===== config.mk =====
export PLATFORM = sky130hd
export DESIGN_NAME = id_ex_register
export DESIGN_NICKNAME = d
export VERILOG_FILES = /design/src/rtl/id_ex_register.sv
export SDC_FILE = /design/constraint.sdc
export NUM_CORES = 1
export LEC_CHECK = 0
export CORE_ASPECT_RATIO = 1.2
export CORE_MARGIN = 8
export CORE_UTILIZATION = 35
export DETAILED_ROUTE_END_ITERATION = 16
export PLACE_DENSITY_LB_ADDON = 0.05
export SYNTH_ARGS = -nofsm -noshare
export SYNTH_HDL_FRONTEND = slang
export SYNTH_SLANG_ARGS = --single-unit

===== constraint.sdc =====
create_clock -name clk -period 4.3 [get_ports clk]
set_input_delay 0.86 -clock clk [delete_from_list [all_inputs] [get_ports clk]]
set_output_delay 0.86 -clock clk [all_outputs]
set_load 0.005 [all_outputs]

===== src/rtl/id_ex_register.sv =====
// ID/EX pipeline register: carries decoded control, operands and register indices into execute.
// Handles stall, flush and invalid-decode bubbles, and keeps saturating bubble/stall counters.
module id_ex_register #(
  parameter int DATA_WIDTH = 32
) (
  input  logic                  clk,
  input  logic                  rst,
  input  logic                  StallE,
  input  logic                  FlushE,
  input  logic                  ValidD,
  input  logic                  RegWriteD,
  input  logic [1:0]            ResultSrcD,
  input  logic                  MemWriteD,
  input  logic                  JumpD,
  input  logic                  BranchD,
  input  logic                  JALRInstrD,
  input  logic [3:0]            ALUControlD,
  input  logic                  ALUSrcD,
  input  logic [2:0]            AddressingControlD,
  input  logic [DATA_WIDTH-1:0] RD1D,
  input  logic [DATA_WIDTH-1:0] RD2D,
  input  logic [DATA_WIDTH-1:0] PCD,
  input  logic [DATA_WIDTH-1:0] ImmExtD,
  input  logic [DATA_WIDTH-1:0] PCPlus4D,
  input  logic [4:0]            Rs1D,
  input  logic [4:0]            Rs2D,
  input  logic [4:0]            RdD,
  output logic                  RegWriteE,
  output logic [1:0]            ResultSrcE,
  output logic                  MemWriteE,
  output logic                  JumpE,
  output logic                  BranchE,
  output logic                  JALRInstrE,
  output logic [3:0]            ALUControlE,
  output logic                  ALUSrcE,
  output logic [2:0]            AddressingControlE,
  output logic [DATA_WIDTH-1:0] RD1E,
  output logic [DATA_WIDTH-1:0] RD2E,
  output logic [DATA_WIDTH-1:0] PCE,
  output logic [DATA_WIDTH-1:0] ImmExtE,
  output logic [DATA_WIDTH-1:0] PCPlus4E,
  output logic [4:0]            Rs1E,
  output logic [4:0]            Rs2E,
  output logic [4:0]            RdE,
  output logic                  ValidE,
  output logic [31:0]           BubbleCountE,
  output logic [31:0]           StallCountE
);

  localparam logic [31:0] CNT_MAX = 32'hFFFF_FFFF;

  // Reset and flush both leave a full bubble, so they share one branch; flush beats stall.
  always_ff @(posedge clk) begin
    if (rst || FlushE) begin
      RegWriteE          <= 1'b0;
      ResultSrcE         <= 2'b00;
      MemWriteE          <= 1'b0;
      JumpE              <= 1'b0;
      BranchE            <= 1'b0;
      JALRInstrE         <= 1'b0;
      ALUControlE        <= 4'b0000;
      ALUSrcE            <= 1'b0;
      AddressingControlE <= 3'b000;
      RD1E               <= '0;
      RD2E               <= '0;
      PCE                <= '0;
      ImmExtE            <= '0;
      PCPlus4E           <= '0;
      Rs1E               <= 5'd0;
      Rs2E               <= 5'd0;
      RdE                <= 5'd0;
      ValidE             <= 1'b0;
    end else if (!StallE) begin
      RD1E     <= RD1D;
      RD2E     <= RD2D;
      PCE      <= PCD;
      ImmExtE  <= ImmExtD;
      PCPlus4E <= PCPlus4D;
      Rs1E     <= Rs1D;
      Rs2E     <= Rs2D;
      ValidE   <= ValidD;
      // An invalid decode slot must not carry any side-effecting control into execute.
      if (ValidD) begin
        RegWriteE          <= RegWriteD;
        ResultSrcE         <= ResultSrcD;
        MemWriteE          <= MemWriteD;
        JumpE              <= JumpD;
        BranchE            <= BranchD;
        JALRInstrE         <= JALRInstrD;
        ALUControlE        <= ALUControlD;
        ALUSrcE            <= ALUSrcD;
        AddressingControlE <= AddressingControlD;
        RdE                <= RdD;
      end else begin
        RegWriteE          <= 1'b0;
        ResultSrcE         <= 2'b00;
        MemWriteE          <= 1'b0;
        JumpE              <= 1'b0;
        BranchE            <= 1'b0;
        JALRInstrE         <= 1'b0;
        ALUControlE        <= 4'b0000;
        ALUSrcE            <= 1'b0;
        AddressingControlE <= 3'b000;
        RdE                <= 5'd0;
      end
    end
  end

  // A stalled edge that is also flushed counts only as a bubble.
  always_ff @(posedge clk) begin
    if (rst) begin
      BubbleCountE <= 32'd0;
      StallCountE  <= 32'd0;
    end else if (FlushE) begin
      if (BubbleCountE != CNT_MAX) BubbleCountE <= BubbleCountE + 32'd1;
    end else if (StallE) begin
      if (StallCountE != CNT_MAX) StallCountE <= StallCountE + 32'd1;
    end
  end

endmodule


# Word-level counts from Yosys, hierarchy flattened
# Cells that the tools add are included.
totals:
  inputBits: 195
  word_cells: 38
  ff_bits: 255
op_classes:
  n_addsub: 2
  n_reduce_logical: 3
  n_eq_ne: 2
  bitwise_logic: 1
  n_mux: 10
op_table:
  columns: ["operator", "n"]
  rows:
  - ["32-bit by 1-bit adder with 32-bit output (second input constant)", 2]
  - ["32-bit != test (second input constant)", 2]
  - ["1-bit two-way mux", 6]
  - ["5-bit two-way mux", 1]
  - ["4-bit two-way mux", 1]
  - ["3-bit two-way mux", 1]
  - ["3-bit AND reduction", 1]
  - ["2-bit two-way mux", 1]
  - ["2-bit AND reduction", 1]
  - ["1-bit logical OR", 1]
  - ["1-bit inverter", 1]

# Logic depth before layout (Yosys ltp)
# Gate-level depths: netlist of the first run.
depth:
  ltp_word: 2
  depth_mapped: 8
  ltp_nobuf: 6

# Least setup slack after synthesis of the first run
# OpenSTA, ideal clock, no wires.
synth_path:
  path_kind: "input to register"
  from: "input StallE"
  to: "register StallCountE[21]"
  required_time_ns: 4.230
  path_stages: 7
  t_arrival_ns: 2.425
  path_slack_ns: 1.805
  path_cell_list: "clkbuf_1 nand4b_1 nor4_2 nand2_1 clkbuf_1 or4_1 a21oi_1"
synth_between:
  elab_chain_cells: 1
synth_lines:
  columns: ["item", "line_no", "source"]
  rows:
  - ["start: declaration", "8", "input logic StallE,"]
  - ["3-bit AND reduction (no source line)", null, null]
  - ["end signal: assignment", "117", "if (StallCountE != CNT_MAX) StallCountE <= StallCountE + 32'd1;"]
  - ["end: declaration", "47", "output logic [31:0] StallCountE"]
# No other way between the ends.
# A chain may end at the register's enable or synchronous reset.

# Worst setup path after layout of the first run
layout_path:
  from: "input FlushE"
  to: "register StallCountE[27]"
layout_between:
  elab_chain_cells: 2
layout_lines:
  columns: ["item", "line_no", "source"]
  rows:
  - ["start: declaration", "9", "input logic FlushE,"]
  - ["1-bit inverter (no source line)", null, null]
  - ["3-bit AND reduction (no source line)", null, null]
# No other way between the ends.

==> results of run 1 <==
worst max-delay path: stages:
cell and delay [ps]:
clkdlybuf4s50_1 700, nand4b_1 410, nor4_2 410, nand2_1 390, or4_1 580, a21oi_1 150
cells by family after synthesis:
logic type | share of synthesized area
AOI/OAI and AO/OA | 0.07180
xor gates and xnor gates | 0.01396
adders and majority gates | 0.002493
buffers and inverters | 0.02967
DFF | 0.5086
muxes | 0.1801
and+or+nand+nor | 0.1933
final cells by class:
class                   instances  share of cell area
clock inverters                 6            0.003725
diodes                          2           0.0003170
inverters                       5            0.001189
flip-flops and latches        255              0.3233
clock buffers                  43             0.05500
repair buffers                460              0.2915
multi-input cells             704              0.2944
well taps                     385             0.03051
layout by cell type (no fill, tap or decap), types with 6 or more instances in the layout:
cell,Yosys,routed
nor2b_1,12,11
a22oi_1,20,20
or3_2,6,6
nor3_1,8,8
or3_1,14,14
or4_1,14,14
nand4_1,19,19
buf_4,0,9
nand3_1,25,25
a21oi_1,38,38
clkdlybuf4s50_1,0,447
nor2_1,229,229
dfxtp_1,255,255
o21ai_0,14,14
clkbuf_16,0,29
nand2_1,26,26
nor4_1,8,8
xnor2_1,6,6
o31ai_1,20,20
mux2i_1,172,172
clkbuf_8,0,9
xor2_1,10,10
worst paths after layout:
check | from | endpoint | slack, ps | cells past startpoint
min reg2reg | PCE[18]$_SDFFE_PP0N_ | PCE[18]$_SDFFE_PP0N_ | 490 | 2
min | PCE[18]$_SDFFE_PP0N_ | PCE[18]$_SDFFE_PP0N_ | 490 | 2
max reg2reg | BubbleCountE[0]$_SDFFE_PP0P_ | BubbleCountE[19]$_SDFFE_PP0P_ | 1520 | 6
max | FlushE | StallCountE[27]$_SDFFE_PP0P_ | 1250 | 6
through the flow:
stage          hold WS, ps  utilization  power [W]  setup WS (ps)  instances
2_1_floorplan        480.4            -   0.002715           1805       1029
3_3_place_gp         470.9       0.5212   0.003064          813.4       1809
4_1_cts              496.9       0.5537   0.005500           1300       1858
5_1_grt              515.3       0.5538   0.005627           1041       1859
6_report             491.5       0.5539   0.005422           1246       1860
3_5_place_dp         482.0       0.5212   0.003070          719.6       1809
power by group through the flow:
| stage | combinational, W | sequential [W] | clock [W] |
|---|---|---|---|
| final | 0.000559 | 0.00245 | 0.00241 |
| after global routing | 0.000600 | 0.00246 | 0.00257 |
| after CTS | 0.000567 | 0.00245 | 0.00248 |
| after detailed placement | 0.000564 | 0.00251 | 0 |
| after global placement | 0.000560 | 0.00250 | 0 |
| after floorplan | 0.000206 | 0.00251 | 0 |
state kept, by name, indices dropped and copies added, names as in the netlist, 32 cells and up:
register	flops
RD1E	32
PCPlus4E	32
ImmExtE	32
PCE	32
StallCountE	32
BubbleCountE	32
RD2E	32
per-layer routing:
metal	vias up	GRT usage	part of all wire
met5	-	0	0.0015
met4	10	0.05115	0.020
met3	53	0.08667	0.10
met2	308	0.3716	0.51
met1	4301	0.2142	0.37
li1	4472	-	-
==> summary.txt, run 1 <==
Finish
  • Area delta synth->final: 57.29%
  • Register area: 5105 um2
  • Share of layout cells above drive strength 1: 0.06449
  • Design Area, Final: ~16000 um2
  • Fillers: 2590
  • NumNets Final: between 1500 and 2000
  • Area of the multi-input gates: 4648 um2

CTS
  • Post-CTS Hold Buffers: 0
  • Worst-path clk slew: roughly 60 ps
  • TritonCTS clock tree: done
  • Resized Gates After CTS: 0
  • Setup Buffers After CTS: 0
  • Clk root buf: clkbuf_16
  • # H-tree levels: 1
  • Clk_lat worst skew: 540 ps
  • Num CTS Buffers: 28
  • Clock sinks: 255
  • Clk buf depth: 3

Setup path
  • Kind of critical path: in2reg
  • Crit path capture type: flip-flop
  • Crit Path Max Fanout: 16
  • Crit path DAT: 3510 ps
  • Worst path required time: 4760 ps
  • CP Launch Type: primary input

Logic synthesis
  • Async set-reset flop share out of synthesis: 0
  • Cell Area, Synth: 10040 um2
  • Count leader, synth: dfxtp_1
  • Syn Nets: between 1000 and 1500
  • Dominant cells by area after synthesis: dfxtp_1 51%, mux2i_1 17%, nor2_1 8.6%
  • EDFF count, synth: 0
  • Syn Area/Cell: approximately 10 um2
  • Post-synth top cells: 255 x dfxtp_1, 229 x nor2_1, 172 x mux2i_1, 58 x clkbuf_1, 38 x a21oi_1
  • Synth Warn #: 0
  • #FFs+latches synth: roughly 260
  • Syn Inst Count: 1029
  • Sequential share of the synthesized area: 0.5086
  • Yosys cell types: 53
  • Synth top area share: 0.5086
  • Post-synth top flop: dfxtp_1
  • Yosys top cell by area: dfxtp_1

Outcome
  • Status: finished clean

Min path
  • Worst min-delay path class: reg2reg

Detailed routing
  • Post-DRT Antenna Nets: 0
  • DRT iter0 DRCs: 477
  • Drt total wl: 37140 um
  • First-pass iteration count of the detailed router: 4
  • Drt drc: 0
  • DR vias: between 9000 and 10000
  • Vias/cell: ~4.9
  • WL per Instance: 19.97 um

Floorplanning
  • Die area: approximately 34000 um2
  • Initial Utilization: 0.3522
  • Core area: approximately 29000 um2
  • Die H: 201.5 um
  • Die span in x: about 170 um
  • Row count: 68
  • Boundary Pins: 450

Timing
  • Slew HR: 0.2459
  • Worst Max-Slew Pin Slew: 1131 ps
  • RSZ-0062 raised after global routing: false
  • Final Hold Fails: 0
  • Final min period: approximately 3000 ps
  • Final Max Slew Viols: 0
  • Fraction of the cycle the final worst path needs: 0.7103
  • Worst Skew: around 14 ps
  • Fmax: between 0.3 and 0.4 GHz
  • Final setup violation count: 0
  • Fin Setup TNS: 0 ps

Power and ir drop
  • Sw frac: 0.2243
  • Sw power: 0.001216 W
  • Logic pwr share: 0.103
  • Clk network pwr share: 0.444
  • Power Dens Cells: 343.4 nW/um2
  • Static leakage: 5.978 nW
  • Seq pwr share: 0.453
  • Worst vdd ir: 0.0002690 V
  • Internal power: 0.004206 W

Place
  • RePlAce Congestion: around 0.78
  • Dpl hpwl: between 20000 and 30000 um
  • Port bufs: 449
  • Cell Area, Placed: 14860 um2

Flow run
  • Max_cap viols: 0

Global route
  • Grt ovf: 0
  • Number of global-route vias before repair: 8981
  • First-pass GRT wire length: 55230 um
  • Initial antenna violation count: 8
  • Gr usage total: 0.2054
  • Largest net degree at the start of global routing: 70
(Power assumes the default switching activity.)
==> inputs of run 2 (changes only) <==
- clock period: 4.3 -> 2.5 ns (I/O delays scaled with it)
==> run 2 against run 1 <==
Net effect:
- first-iteration DRC count shrank 10%
- total power grew 72%
- register-to-register slack lost 1300 ps
- critical path depth grew 1
- non-clock buffer count grew 45
- final area grew 2.6%
- clock-buffer cell count is the same
- combinational power grew 77%
- global-route usage grew 0.47 points
- via count grew 1.9%
- flip-flop and latch count is the same
- utilization grew 1.5 points
==> summary.txt, run 2 (synthesis gave the netlist of run 1 again) <==
Outcome
  • Status: finished clean (unchanged)

Setup path
  • CP max-delay cell: a2111oi_0 (was clkdlybuf4s50_1)
  • Family with the most delay on the worst path: simple AND/OR/NAND/NOR gates (unchanged)
  • Crit path from: BubbleCountE[0]$_SDFFE_PP0P_ (was FlushE)
  • R2R depth: 7 (was 6)
  • Crit path depth: 7 (was 6)
  • R2r setup slk: 240 ps (was 1520 ps)
  • Kind of critical path: reg2reg (was in2reg)
  • Crit Reg-Reg Endpoint: BubbleCountE[14]$_SDFFE_PP0P_ (was BubbleCountE[19]$_SDFFE_PP0P_)
  • Crit Path Max Fanout: 4 (was 16)
  • Crit path capture type: flip-flop (unchanged)
  • Crit path DAT: 2680 ps (was 3510 ps)
  • CP max stage delay: 600 ps (was 700 ps)
  • Buffers & Inverters on Critical Path: 1 (unchanged)
  • FF-to-FF Start: BubbleCountE[0]$_SDFFE_PP0P_ (unchanged)
  • Crit path cell chain: ha_1 > nand4_1 > or3_2 > buf_4 > a2111oi_0 > xnor2_1 > nor2_1 (was clkdlybuf4s50_1 > nand4b_1 > nor4_2 > nand2_1 > or4_1 > a21oi_1)
  • Worst setup endpoint: BubbleCountE[14]$_SDFFE_PP0P_ (was StallCountE[27]$_SDFFE_PP0P_)
  • CP Launch Type: flip-flop (was primary input)
  • Worst path required time: 2920 ps (was 4760 ps)

Detailed routing
  • WL per Instance: 19.81 um (was 19.97 um)
  • Vias/cell: 4.890 (was 4.916)
  • Post-DRT Antenna Nets: 0 (unchanged)
  • DRT iter0 DRCs: 427 (was 477)
  • Drt drc: 0 (unchanged)
  • First-pass iteration count of the detailed router: 4 (unchanged)
  • DR vias: 9321 (was 9144)
  • Drt total wl: 37760 um (was 37140 um)

Timing
  • Final min period: around 2300 ps
  • Final Max Slew Viols: 0 (unchanged)
  • Fraction of the cycle the final worst path needs: 0.9033
  • RSZ-0062 raised after global routing: false (unchanged)
  • Fmax: 0.4428 GHz
  • Slew HR: 0.5439 (was 0.2459)
  • Final Hold Fails: 0 (unchanged)
  • Final setup violation count: 0 (unchanged)
  • Worst Skew: 7.705 ps (was 14.24 ps)
  • Worst Max-Slew Pin Slew: 666.9 ps (was 1131 ps)
  • Final WS setup: 241.8 ps (was 1246 ps)
  • Fin Hold WS: 464.3 ps (was 491.5 ps)
  • Fin Setup TNS: 0 ps (unchanged)

Finish
  • Fillers: 2600 (was 2590)
  • Design Area, Final: 16200 um2 (was 15790 um2)
  • Share of layout cells above drive strength 1: 0.09282 (was 0.06449)
  • Area delta synth->final: 61.42% (was 57.29%)
  • Commonest non-fill, non-tap cell in the layout: clkdlybuf4s50_1 (unchanged)
  • Highest-count cells in the layout ignoring fill and taps: 447 x clkdlybuf4s50_1, 255 x dfxtp_1, 229 x nor2_1 (unchanged)
  • NumNets Final: 1696 (was 1651)

CTS
  • TritonCTS clock tree: done (unchanged)
  • Clk_lat worst skew: 540 ps (about the same)
  • Worst-path clk slew: 60 ps (about the same)
  • # H-tree levels: 1 (unchanged)
  • Clock sinks: 255 (unchanged)
  • Post-CTS Hold Buffers: 0 (unchanged)
  • Clk root buf: clkbuf_16 (unchanged)
  • Num CTS Buffers: 28 (unchanged)
  • Clk buf depth: 3 (unchanged)

Global route
  • First-pass GRT wire length: 56450 um (was 55230 um)
  • Grt ovf: 0 (unchanged)
  • Gr usage total: 0.2102 (was 0.2054)
  • Largest net degree at the start of global routing: 88 (was 70)
  • Number of global-route vias before repair: 9306 (was 8981)
  • Initial antenna violation count: 5 (was 8)

Floorplanning
  • Die area: 34370 um2 (unchanged)
  • Boundary Pins: 450 (unchanged)
  • Core area: 28500 um2 (unchanged)
  • Die H: 201.5 um (unchanged)
  • Initial Utilization: 0.3522 (unchanged)
  • Row count: 68 (unchanged)
  • Die span in x: 170.6 um (unchanged)

Min path
  • Hold Startpoint: rst (was PCE[18]$_SDFFE_PP0N_)
  • Worst min-delay path class: in2reg (was reg2reg)
  • Worst Hold Depth: 3 (was 2)

Place
  • Port bufs: 449 (unchanged)
  • Cell Area, Placed: 15240 um2 (was 14860 um2)
  • Worst slack, placed: 24.97 ps (was 719.6 ps)
  • RePlAce Congestion: 0.8014 (was 0.7750)
  • Dpl hpwl: 28710 um (was 28130 um)

Power and ir drop
  • Tot Pwr: 0.009350 W (was 0.005422 W)
  • Static leakage: 6.236 nW (was 5.978 nW)
  • Power Dens Cells: 577.1 nW/um2 (was 343.4 nW/um2)
  • Worst vdd ir: 0.0005170 V (was 0.0002690 V)

Flow run
  • Max_cap viols: 0 (unchanged)
## run 2: power breakdown
| part | leakage (nW) | switching, W | internal [W] | total, W |
|---|---|---|---|---|
| logic | 3.70 | 0.000373 | 0.000616 | 0.000989 |
| registers | 2.07 | 0.0000536 | 0.00417 | 0.00422 |
| clock network | 0.466 | 0.00167 | 0.00247 | 0.00414 |
| total | 6.24 | 0.00209 | 0.00726 | 0.00935 |
## run 2: metal layers
metal | track usage | up-vias | part of all wire | wire (um)
met1 | 0.2142 | 4400 | 0.37 | 13850
met2 | 0.3799 | 309 | 0.51 | 19140
met5 | 0 | - | 0.00066 | 25
met4 | 0.05585 | 6 | 0.020 | 756
li1 | - | 4562 | - | -
met3 | 0.09490 | 44 | 0.11 | 3984
## run 2: what timing repair did
item,CTS,global route
setup endpoints to repair,0,2
setup buffers,0,2
resized for setup,0,0
## run 2: final cells by class
cell class	count	area, um2	area share
tap	385	481.7	0.02973
antenna	2	5.005	0.0003089
clock buffer	43	868.3	0.05359
inverter	5	18.77	0.001158
clock inverter	7	60.06	0.003707
sequential	255	5105	0.3151
timing repair buffer	505	5015	0.3095
multi-input combinational	704	4648	0.2869
## run 2: worst min path at each step
stage | slack [ps] | to
4_1_cts | 440 | BubbleCountE[28]$_SDFFE_PP0P_
6_report | 460 | BubbleCountE[2]$_SDFFE_PP0P_
5_1_grt | 460 | BubbleCountE[2]$_SDFFE_PP0P_
3_3_place_gp | 470 | RD1E[10]$_SDFFE_PP0N_
3_5_place_dp | 490 | RD2E[28]$_SDFFE_PP0N_
2_1_floorplan | 480 | StallCountE[29]$_SDFFE_PP0P_
## run 2: tightest hold or removal path, cell delays in order
cell,delay (ps)
buf_2,120
buf_12,220
nor2_1,120
## run 2: stage by stage
step,util,std cells
5_1_grt,0.5684,1906
2_1_floorplan,-,1029
3_5_place_dp,0.5347,1852
3_3_place_gp,0.5347,1852
6_report,0.5684,1906
4_1_cts,0.5673,1902
